$ cat config.mk
export PLATFORM = sky130hd
export DESIGN_NAME = sobel_control_unit
export DESIGN_NICKNAME = d
export VERILOG_FILES = /design/src/rtl/sobel_control_unit.sv
export SDC_FILE = /design/constraint.sdc
export NUM_CORES = 1
export LEC_CHECK = 0
export CELL_PAD_IN_SITES_DETAIL_PLACEMENT = 1
export CELL_PAD_IN_SITES_GLOBAL_PLACEMENT = 1
export CORE_MARGIN = 2
export CORE_UTILIZATION = 42
export CTS_BUF_LIST = sky130_fd_sc_hd__clkbuf_4
export DETAILED_ROUTE_END_ITERATION = 8
export GPL_TIMING_DRIVEN = 0
export PLACE_DENSITY = 0.89
export SLEW_MARGIN = 25
export SYNTH_ARGS = -nofsm -noshare
export SYNTH_HDL_FRONTEND = slang
export SYNTH_SLANG_ARGS = --single-unit
$ cat constraint.sdc
create_clock -name clk -period 10 [get_ports clk]
set_clock_uncertainty 0.05 [all_clocks]
set_input_delay 2.5 -clock clk [delete_from_list [all_inputs] [get_ports clk]]
set_output_delay 2.5 -clock clk [all_outputs]
set_load 0.01 [all_outputs]
$ cat src/rtl/sobel_control_unit.sv
// ---------------------------------------------------------------------------
// sobel_control_unit : sequencer that walks interior pixels, fetches 3x3
// windows, drives the Sobel engine and writes 16-bit results. Rev 1.0
// ---------------------------------------------------------------------------
`default_nettype none

module sobel_control_unit #(
  parameter int TIMEOUT_CYCLES = 1024
) (
  input  logic        clk,
  input  logic        rst_n,
  input  logic        start,
  input  logic [15:0] img_width,
  input  logic [15:0] img_height,
  input  logic [31:0] src_addr,
  input  logic [31:0] dst_addr,
  output logic        busy,
  output logic        done,
  output logic        error,
  output logic        mem_read_req,
  output logic [31:0] mem_read_addr,
  input  logic        mem_read_ack,
  input  logic [71:0] mem_read_data,
  output logic        mem_write_req,
  output logic [31:0] mem_write_addr,
  output logic [15:0] mem_write_data,
  input  logic        mem_write_ack,
  output logic        ce_valid_in,
  output logic [71:0] ce_pixels_3x3,
  input  logic        ce_valid_out,
  input  logic [15:0] ce_gradient_x,
  input  logic        ce_busy,
  output logic        ce_enable
);

  localparam int TW = (TIMEOUT_CYCLES > 2) ? $clog2(TIMEOUT_CYCLES) : 1;
  localparam logic [TW-1:0] TMR_LAST = TW'(TIMEOUT_CYCLES - 1);

  typedef enum logic [2:0] {
    S_IDLE    = 3'd0,
    S_SETUP   = 3'd1,
    S_FETCH   = 3'd2,
    S_PROCESS = 3'd3,
    S_WRITE   = 3'd4,
    S_FINISH  = 3'd5,
    S_ERROR   = 3'd6
  } state_t;

  state_t        state_q;
  logic [15:0]   w_q;
  logic [15:0]   h_q;
  logic [15:0]   x_q;
  logic [15:0]   y_q;
  logic [31:0]   rd_row_q;
  logic [TW-1:0] tmr_q;
  logic          issued_q;
  logic          busy_q;
  logic          done_q;
  logic          error_q;
  logic          rd_req_q;
  logic [31:0]   rd_addr_q;
  logic          wr_req_q;
  logic [31:0]   wr_addr_q;
  logic [15:0]   wr_data_q;
  logic          ce_vin_q;
  logic [71:0]   ce_pix_q;
  logic          ce_en_q;

  logic w_waiting;
  logic w_wait_done;
  logic w_abort;

  assign w_waiting   = (state_q == S_FETCH) || (state_q == S_PROCESS) || (state_q == S_WRITE);
  assign w_wait_done = ((state_q == S_FETCH)   && mem_read_ack) ||
                       ((state_q == S_PROCESS) && issued_q && ce_valid_out) ||
                       ((state_q == S_WRITE)   && mem_write_ack);
  assign w_abort     = w_waiting && !w_wait_done && (tmr_q == TMR_LAST);

  always_ff @(posedge clk or negedge rst_n) begin
    if (!rst_n) begin
      state_q   <= S_IDLE;
      w_q       <= '0;
      h_q       <= '0;
      x_q       <= '0;
      y_q       <= '0;
      rd_row_q  <= '0;
      tmr_q     <= '0;
      issued_q  <= 1'b0;
      busy_q    <= 1'b0;
      done_q    <= 1'b0;
      error_q   <= 1'b0;
      rd_req_q  <= 1'b0;
      rd_addr_q <= '0;
      wr_req_q  <= 1'b0;
      wr_addr_q <= '0;
      wr_data_q <= '0;
      ce_vin_q  <= 1'b0;
      ce_pix_q  <= '0;
      ce_en_q   <= 1'b0;
    end else begin
      done_q   <= 1'b0;
      ce_vin_q <= 1'b0;
      if (w_abort) begin
        rd_req_q <= 1'b0;
        wr_req_q <= 1'b0;
        ce_en_q  <= 1'b0;
        error_q  <= 1'b1;
        tmr_q    <= '0;
        state_q  <= S_ERROR;
      end else begin
        if (w_waiting) tmr_q <= w_wait_done ? '0 : tmr_q + 1'b1;
        case (state_q)
          S_IDLE: begin
            if (start) begin
              busy_q <= 1'b1;
              if (img_width >= 16'd3 && img_height >= 16'd3) begin
                w_q       <= img_width;
                h_q       <= img_height;
                rd_row_q  <= src_addr;
                wr_addr_q <= dst_addr;
                error_q   <= 1'b0;
                ce_en_q   <= 1'b1;
                state_q   <= S_SETUP;
              end else begin
                error_q <= 1'b1;
                state_q <= S_ERROR;
              end
            end
          end
          S_SETUP: begin
            x_q       <= '0;
            y_q       <= '0;
            rd_addr_q <= rd_row_q;
            rd_req_q  <= 1'b1;
            tmr_q     <= '0;
            state_q   <= S_FETCH;
          end
          S_FETCH: begin
            if (mem_read_ack) begin
              ce_pix_q <= mem_read_data;
              rd_req_q <= 1'b0;
              issued_q <= 1'b0;
              state_q  <= S_PROCESS;
            end
          end
          S_PROCESS: begin
            if (w_wait_done) begin
              wr_data_q <= ce_gradient_x;
              wr_req_q  <= 1'b1;
              state_q   <= S_WRITE;
            end else if (!issued_q && !ce_busy) begin
              ce_vin_q <= 1'b1;
              issued_q <= 1'b1;
            end
          end
          S_WRITE: begin
            if (mem_write_ack) begin
              wr_req_q  <= 1'b0;
              // Results are dense row-major, so the write address just advances by one word.
              wr_addr_q <= wr_addr_q + 32'd2;
              if (x_q != w_q - 16'd3) begin
                x_q       <= x_q + 16'd1;
                rd_addr_q <= rd_addr_q + 32'd1;
                rd_req_q  <= 1'b1;
                state_q   <= S_FETCH;
              end else if (y_q != h_q - 16'd3) begin
                x_q       <= '0;
                y_q       <= y_q + 16'd1;
                rd_row_q  <= rd_row_q + {16'd0, w_q};
                rd_addr_q <= rd_row_q + {16'd0, w_q};
                rd_req_q  <= 1'b1;
                state_q   <= S_FETCH;
              end else begin
                done_q  <= 1'b1;
                state_q <= S_FINISH;
              end
            end
          end
          S_FINISH: begin
            busy_q  <= 1'b0;
            ce_en_q <= 1'b0;
            state_q <= S_IDLE;
          end
          S_ERROR: begin
            busy_q  <= 1'b0;
            ce_en_q <= 1'b0;
            state_q <= S_IDLE;
          end
          default: state_q <= S_IDLE;
        endcase
      end
    end
  end

  assign busy           = busy_q;
  assign done           = done_q;
  assign error          = error_q;
  assign mem_read_req   = rd_req_q;
  assign mem_read_addr  = rd_addr_q;
  assign mem_write_req  = wr_req_q;
  assign mem_write_addr = wr_addr_q;
  assign mem_write_data = wr_data_q;
  assign ce_valid_in    = ce_vin_q;
  assign ce_pixels_3x3  = ce_pix_q;
  assign ce_enable      = ce_en_q;

endmodule

`default_nettype wire

==> results.cfg, run 1 <==
[run]
max_cap_violations = 0

[global_route]
grt_pass1_vias = 17000
grtUsageTotal_pct = 34.3
grt-ovfl-total = 0
grt_antenna_before_repair = 11
grt_pass1_wl_mm = 99.9
grt_max_degree = 84

[timing]
finalCritPeriodShare_pct = 55.5
max_freq_ghz = 0.180
tns_ns = 0
setup_slack_ns = 4.45
rsz0062_at_grt = no
finalHoldViolations = 0
slew_viol_final = 0
max_slew.worst_pin.slew_ns = 1.00
fin_crit_ns = 5.55
relSlewSlack_pct = 33.3
finalSetupViolCount = 0
hold_slack_ns = 0.430

[placement]
dp_slack_ns = 3.75
hpwl_mm = 47.1
place.port_buffers = 349
place_congestion = 0.928
dpl-instance-area_mm2 = 0.0193

[power]
power_leakage_nw = 8.18
p_per_area_mw_per_mm2 = 335
ir_worst_vdd_uv = 199

[layout]
final_cell_mix = clkdlybuf4s50_1, dfrtp_1, nor2_1
area_growth_pct = 34.1
design_area_mm2 = 0.0203
nNetsFinal = 2279
layout_commonest_cell = clkdlybuf4s50_1
final_layout_size_suffix_gt1_share_pct = 13.4
final_core_util_pct = 57.2

[routing]
drt-total-wl_mm = 65.1
post-route-drc-count = 0
vias = 15500
dr.pass1.iters = 7
post_drt_wl_per_cell_um = 25.1
drt_iter0_markers = 927
ant_nets = 0
via_per_inst = 5.99

[logic_synthesis]
synthSimpleGateAreaFrac_pct = 18.2
synth_compound_area_share_pct = 16.7
ys_warn_count = 0
synth.cell_area_mm2 = 0.0152
async_flop_share_pct = 100
synth_edf_count = 0
synth_xor_area_share_pct = 5.89
synth_seq_cells = 269
ys_seq_area_share_pct = 44.4
syn_nets = 1846
synth_mux_area_share_pct = 9.58
synth_fa_ha_area_share_pct = 2.03
syn_avg_cell_area_um2 = 9.29
synth.distinct_cells = 74
synth_flop_cell = dfrtp_1
syn_inst = 1631
synth_top_family_by_area = simple AND/OR/NAND/NOR gates

[floorplanning]
dieArea_mm2 = 0.0376
fp.dieW_um = 194
rows = 69
ios = 350
core_mm2 = 0.0356
die_y_um = 194
initial_utilization_pct = 42.6

[critical_path]
crit_buf_inv = 4
path_class = in -> reg
crit_arrival_ns = 6.09
crit_family = simple AND/OR/NAND/NOR gates
cp.required_ns = 10.55
worst_setup_path_start_kind = input port
crit_path_end_kind = flip-flop
crit_chain = clkdlybuf4s50_1 -> nor4_1 -> nand4_1 -> and2_1 -> clkbuf_1 -> a22oi_1 -> or3_1 -> clkbuf_1 -> a21oi_2 -> clkbuf_1 -> nor2_1 -> a21oi_1
cp_slowest_cell = nor4_1
cp_common_cell = clkbuf_1
max_stage_delay_ns = 0.70
cp_max_fo = 10

[clocking]
cts_resized = 0
cts.sinks = 269
cts_setup_buffers = 0
clock-root-buffer = clkbuf_4
clockBufferDepth = 3
cts.clk_slew.worst_paths_ns = 0.07
hold_buffers = 0
numCtsBuffers = 79
cts_tree = yes
clock_latency_ns = 0.80
cts.htree.levels = 3

[worst_hold_path]
hp-class = reg -> reg

[outcome]
outcome = finished clean
## cells by family (layout without fill, tap and decap cells)
kind of cell | Yosys count | after routing
muxes | 130 | 130
AOI/OAI and AO/OA | 422 | 422
buffers and inverters | 120 | 613
adders and majority gates | 24 | 24
xor gates and xnor gates | 102 | 102
other | 0 | 9
DFF | 269 | 269
and+or+nand+nor | 564 | 564
## metal layers
layer  up-vias  global-route usage [%]  part of all wire, %
met4         4                    21.8                  5.8
met1      7724                    39.2                   37
li1       6790                       -                    -
met3       210                    8.78                  8.1
met2       808                    57.3                   49
met5         -                       0                0.038
## final timing paths
path / endpoint / startpoint / slack [ns] / cells past startpoint
hold / removal: ce_valid_in / issued_q / 0.43 / 1
setup reg to reg: mem_read_addr[25] / w_q[1] / 5.33 / 11
min in group asynchronous: ce_pixels_3x3[56] / rst_n / 1.52 / 1
setup / recovery: rd_row_q[7] / img_width[13] / 4.45 / 12
max in group asynchronous: mem_read_addr[25] / rst_n / 7.06 / 3
hold reg to reg: ce_valid_in / issued_q / 0.43 / 1
## final cells by class
cell class	instances	area (µm²)
tap	461	577
sequential	269	6730
buffer	93	379
fill	4060	15200
multi-input combinational	1242	7950
clock inverter	26	125
timing repair buffer	352	3580
antenna	9	22.5
clock buffer	115	863
inverter	27	101
## cell usage after synthesis (all sizes together) (7+ instances only)
master  instances  area, µm²
mux2i           9       90.1
o21a           10       75.1
or2            12       75.1
o21ai         100        512
or3            15       93.8
nand2         148        558
o211ai         12       90.1
inv            27        101
a211oi         17        128
a31oi          21        131
nor3           27        135
buf            23        116
xor2           44        385
nor3b           7       52.6
nor2b          12       75.1
and3           24        150
nand3          57        285
ha             23        288
a21o           14        105
clkbuf         70        263
nand4          31        209
nand2b         15        101
a21oi         165        833
and2           11       68.8
o22ai          31        194
xnor2          58        508
mux2          121       1360
and4            8       70.1
nor4           12        111
nor2          167        627
dfrtp         269       6730
o31ai           8       60.1
## state kept, by name, summed over array words and instances (netlist names)
| register | cells |
|---|---|
| ce_enable | 1 |
| mem_read_addr | 32 |
| ce_valid_in | 1 |
| busy | 1 |
| mem_write_req | 1 |
| error | 1 |
| state_q | 3 |
| issued_q | 1 |
| ce_pixels_3x3 | 72 |
| x_q | 16 |
| mem_write_data | 16 |
| done | 1 |
| rd_row_q | 32 |
| h_q | 16 |
| y_q | 16 |
| mem_write_addr | 32 |
| w_q | 16 |
| mem_read_req | 1 |
| tmr_q | 10 |
## report_power, final
group          switching [mW]  internal [mW]  leakage (nW)  total [mW]
clock                   0.552          0.533         0.581        1.09
sequential              0.573           1.56          3.23        2.14
combinational            1.98           1.60          4.37        3.58
## through the flow
stage	total power, mW	std cells
6_report	6.80	2594
5_1_grt	7.19	2594
4_1_cts	6.76	2585
3_5_place_dp	5.60	2444
3_3_place_gp	5.39	2441
2_1_floorplan	3.96	1631
(Power assumes the default switching activity.)
==> run 2, diff against run 1 <==
- CORE_UTILIZATION: 42 -> 39
- PLACE_DENSITY: 0.89 -> 0.83
- clock period: 10 -> 5.4 ns (I/O delays scaled with it)
==> run 2 against run 1 <==
Compared with the run above:
- die area is 7.5% higher
- global-route usage shrank 3.8 points
- core utilization shrank 3.9 points
- hold slack got worse by 0.0047 ns
- wire length shrank 4.1%
- cell area rose by 0.81%
- clock power rose by 100%
- sequential power grew 82%
- critical path depth shrank 1
- critical path type is now reg -> reg
- critical endpoint is now mem_read_addr[31]
- largest cell class unchanged
- highest routed layer is now met4
==> results.cfg, run 2 (same netlist as run 1, synthesis figures left out) <==
[clocking]
clock-root-buffer = clkbuf_4
cts_tree = yes
clock_latency_ns = 0.81
clockBufferDepth = 3
cts.clk_slew.worst_paths_ns = 0.06
cts_setup_buffers = 0
cts_resized = 0
numCtsBuffers = 83
hold_buffers = 0
cts.htree.levels = 3
cts.sinks = 269

[routing]
dr.pass1.iters = 5
drt_iter0_markers = 1081
via_per_inst = 5.76
post-route-drc-count = 0
ant_nets = 0
post_drt_wl_per_cell_um = 23.6
drt-total-wl_mm = 62.4
vias = 15200

[floorplanning]
ios = 350
rows = 72
fp.dieW_um = 201
dieArea_mm2 = 0.0405
die_y_um = 201
initial_utilization_pct = 39.4
core_mm2 = 0.0385

[timing]
rsz0062_at_grt = no
finalCritPeriodShare_pct = 83.2
tns_ns = 0
finalHoldViolations = 0
relSlewSlack_pct = 33.2
setup_slack_ns = 0.907
slew_viol_final = 0
fin_crit_ns = 4.49
max_freq_ghz = 0.223
max_slew.worst_pin.slew_ns = 1.00
finalSetupViolCount = 0

[placement]
place_congestion = 0.942
dp_slack_ns = 0.378
place.port_buffers = 349
hpwl_mm = 46.8
dpl-instance-area_mm2 = 0.0194

[critical_path]
r2r_cells = 11
ff2ff_setup_slack_ns = 0.91
r2r_end = mem_read_addr[31]
crit_end = mem_read_addr[31]
crit_arrival_ns = 5.10
worst_setup_path_start_kind = flip-flop
path_class = reg -> reg
crit_path_end_kind = flip-flop
cp_max_fo = 10
r2r-start = w_q[1]
crit_start = w_q[1]
cp.required_ns = 6.00

[power]
power_leakage_nw = 8.24
ir_worst_vdd_uv = 332
totalPowerFinal_mw = 12.6
p_per_area_mw_per_mm2 = 615

[layout]
largest_reg_flops = 72
layout_commonest_cell = clkdlybuf4s50_1
design_area_mm2 = 0.0205
final_layout_size_suffix_gt1_share_pct = 13.8
final_cell_mix = clkdlybuf4s50_1, dfrtp_1, nor2_1
nNetsFinal = 2283
area_growth_pct = 35.2

[run]
max_cap_violations = 0

[outcome]
outcome = finished clean

[global_route]
grt_pass1_vias = 16200
grt_max_degree = 77
grt_pass1_wl_mm = 95.3
grt_antenna_before_repair = 4
grtUsageTotal_pct = 30.5
grt-ovfl-total = 0

[worst_hold_path]
hp-class = in -> async
==> run 2: cell types whose count changed in the layout (fill, tap and decap cells not counted), sizes merged <==
cell	delta
clkbuf	+5
clkinv	-5
diode	-5
bufinv	+4
inv	-4
clkinvlp	-1
==> run 2: metrics by stage <==
stage	std cells	util [%]	hold WS [ns]
2_1_floorplan	1631	-	0.383
3_3_place_gp	2498	50.2	0.406
3_5_place_dp	2501	50.4	0.420
4_1_cts	2641	53.2	0.397
5_1_grt	2645	53.3	0.401
6_report	2645	53.3	0.425
==> run 2: layout make-up <==
cell class	count	area [µm²]
antenna	4	10.0
buffer	93	379
clock buffer	120	901
clock inverter	20	194
fill	4475	18000
inverter	27	101
multi-input combinational	1242	7950
sequential	269	6730
tap	518	648
timing repair buffer	352	3580
==> run 2: worst min-delay path by stage <==
stage	end	slack [ns]	cells past startpoint
3_5_place_dp	ce_valid_in	0.42	1
3_3_place_gp	ce_valid_in	0.41	1
4_1_cts	ce_pixels_3x3[20]	0.40	1
5_1_grt	ce_pixels_3x3[20]	0.40	1
2_1_floorplan	ce_valid_in	0.38	1
6_report	ce_pixels_3x3[20]	0.42	1
==> run 2: metal layers <==
layer	GRT usage [%]	vias up	routed length, µm
met5	0	-	0
met4	13.5	0	2500
met3	8.34	155	5280
met2	52.2	660	30700
met1	35.9	7648	23900
li1	-	6781	-
==> run 2: worst max-delay path, stage by stage (launching register included) <==
cell      delay (ns)
dfrtp_1         0.50
ha_1            0.29
nor2_1          0.42
nand2_1         0.16
o311ai_0        0.46
o22ai_1         0.21
nor4_4          0.56
clkbuf_1        0.60
clkbuf_1        0.64
a21oi_1         0.16
o22ai_1         0.23
a21oi_1         0.11
==> run 2: report_power, final <==
part | total, mW | internal (mW) | leakage (nW) | switching (mW)
logic | 6.53 | 2.97 | 4.37 | 3.56
clock network | 2.19 | 1.20 | 0.644 | 0.992
registers | 3.89 | 2.90 | 3.23 | 0.995
total | 12.6 | 7.07 | 8.24 | 5.55
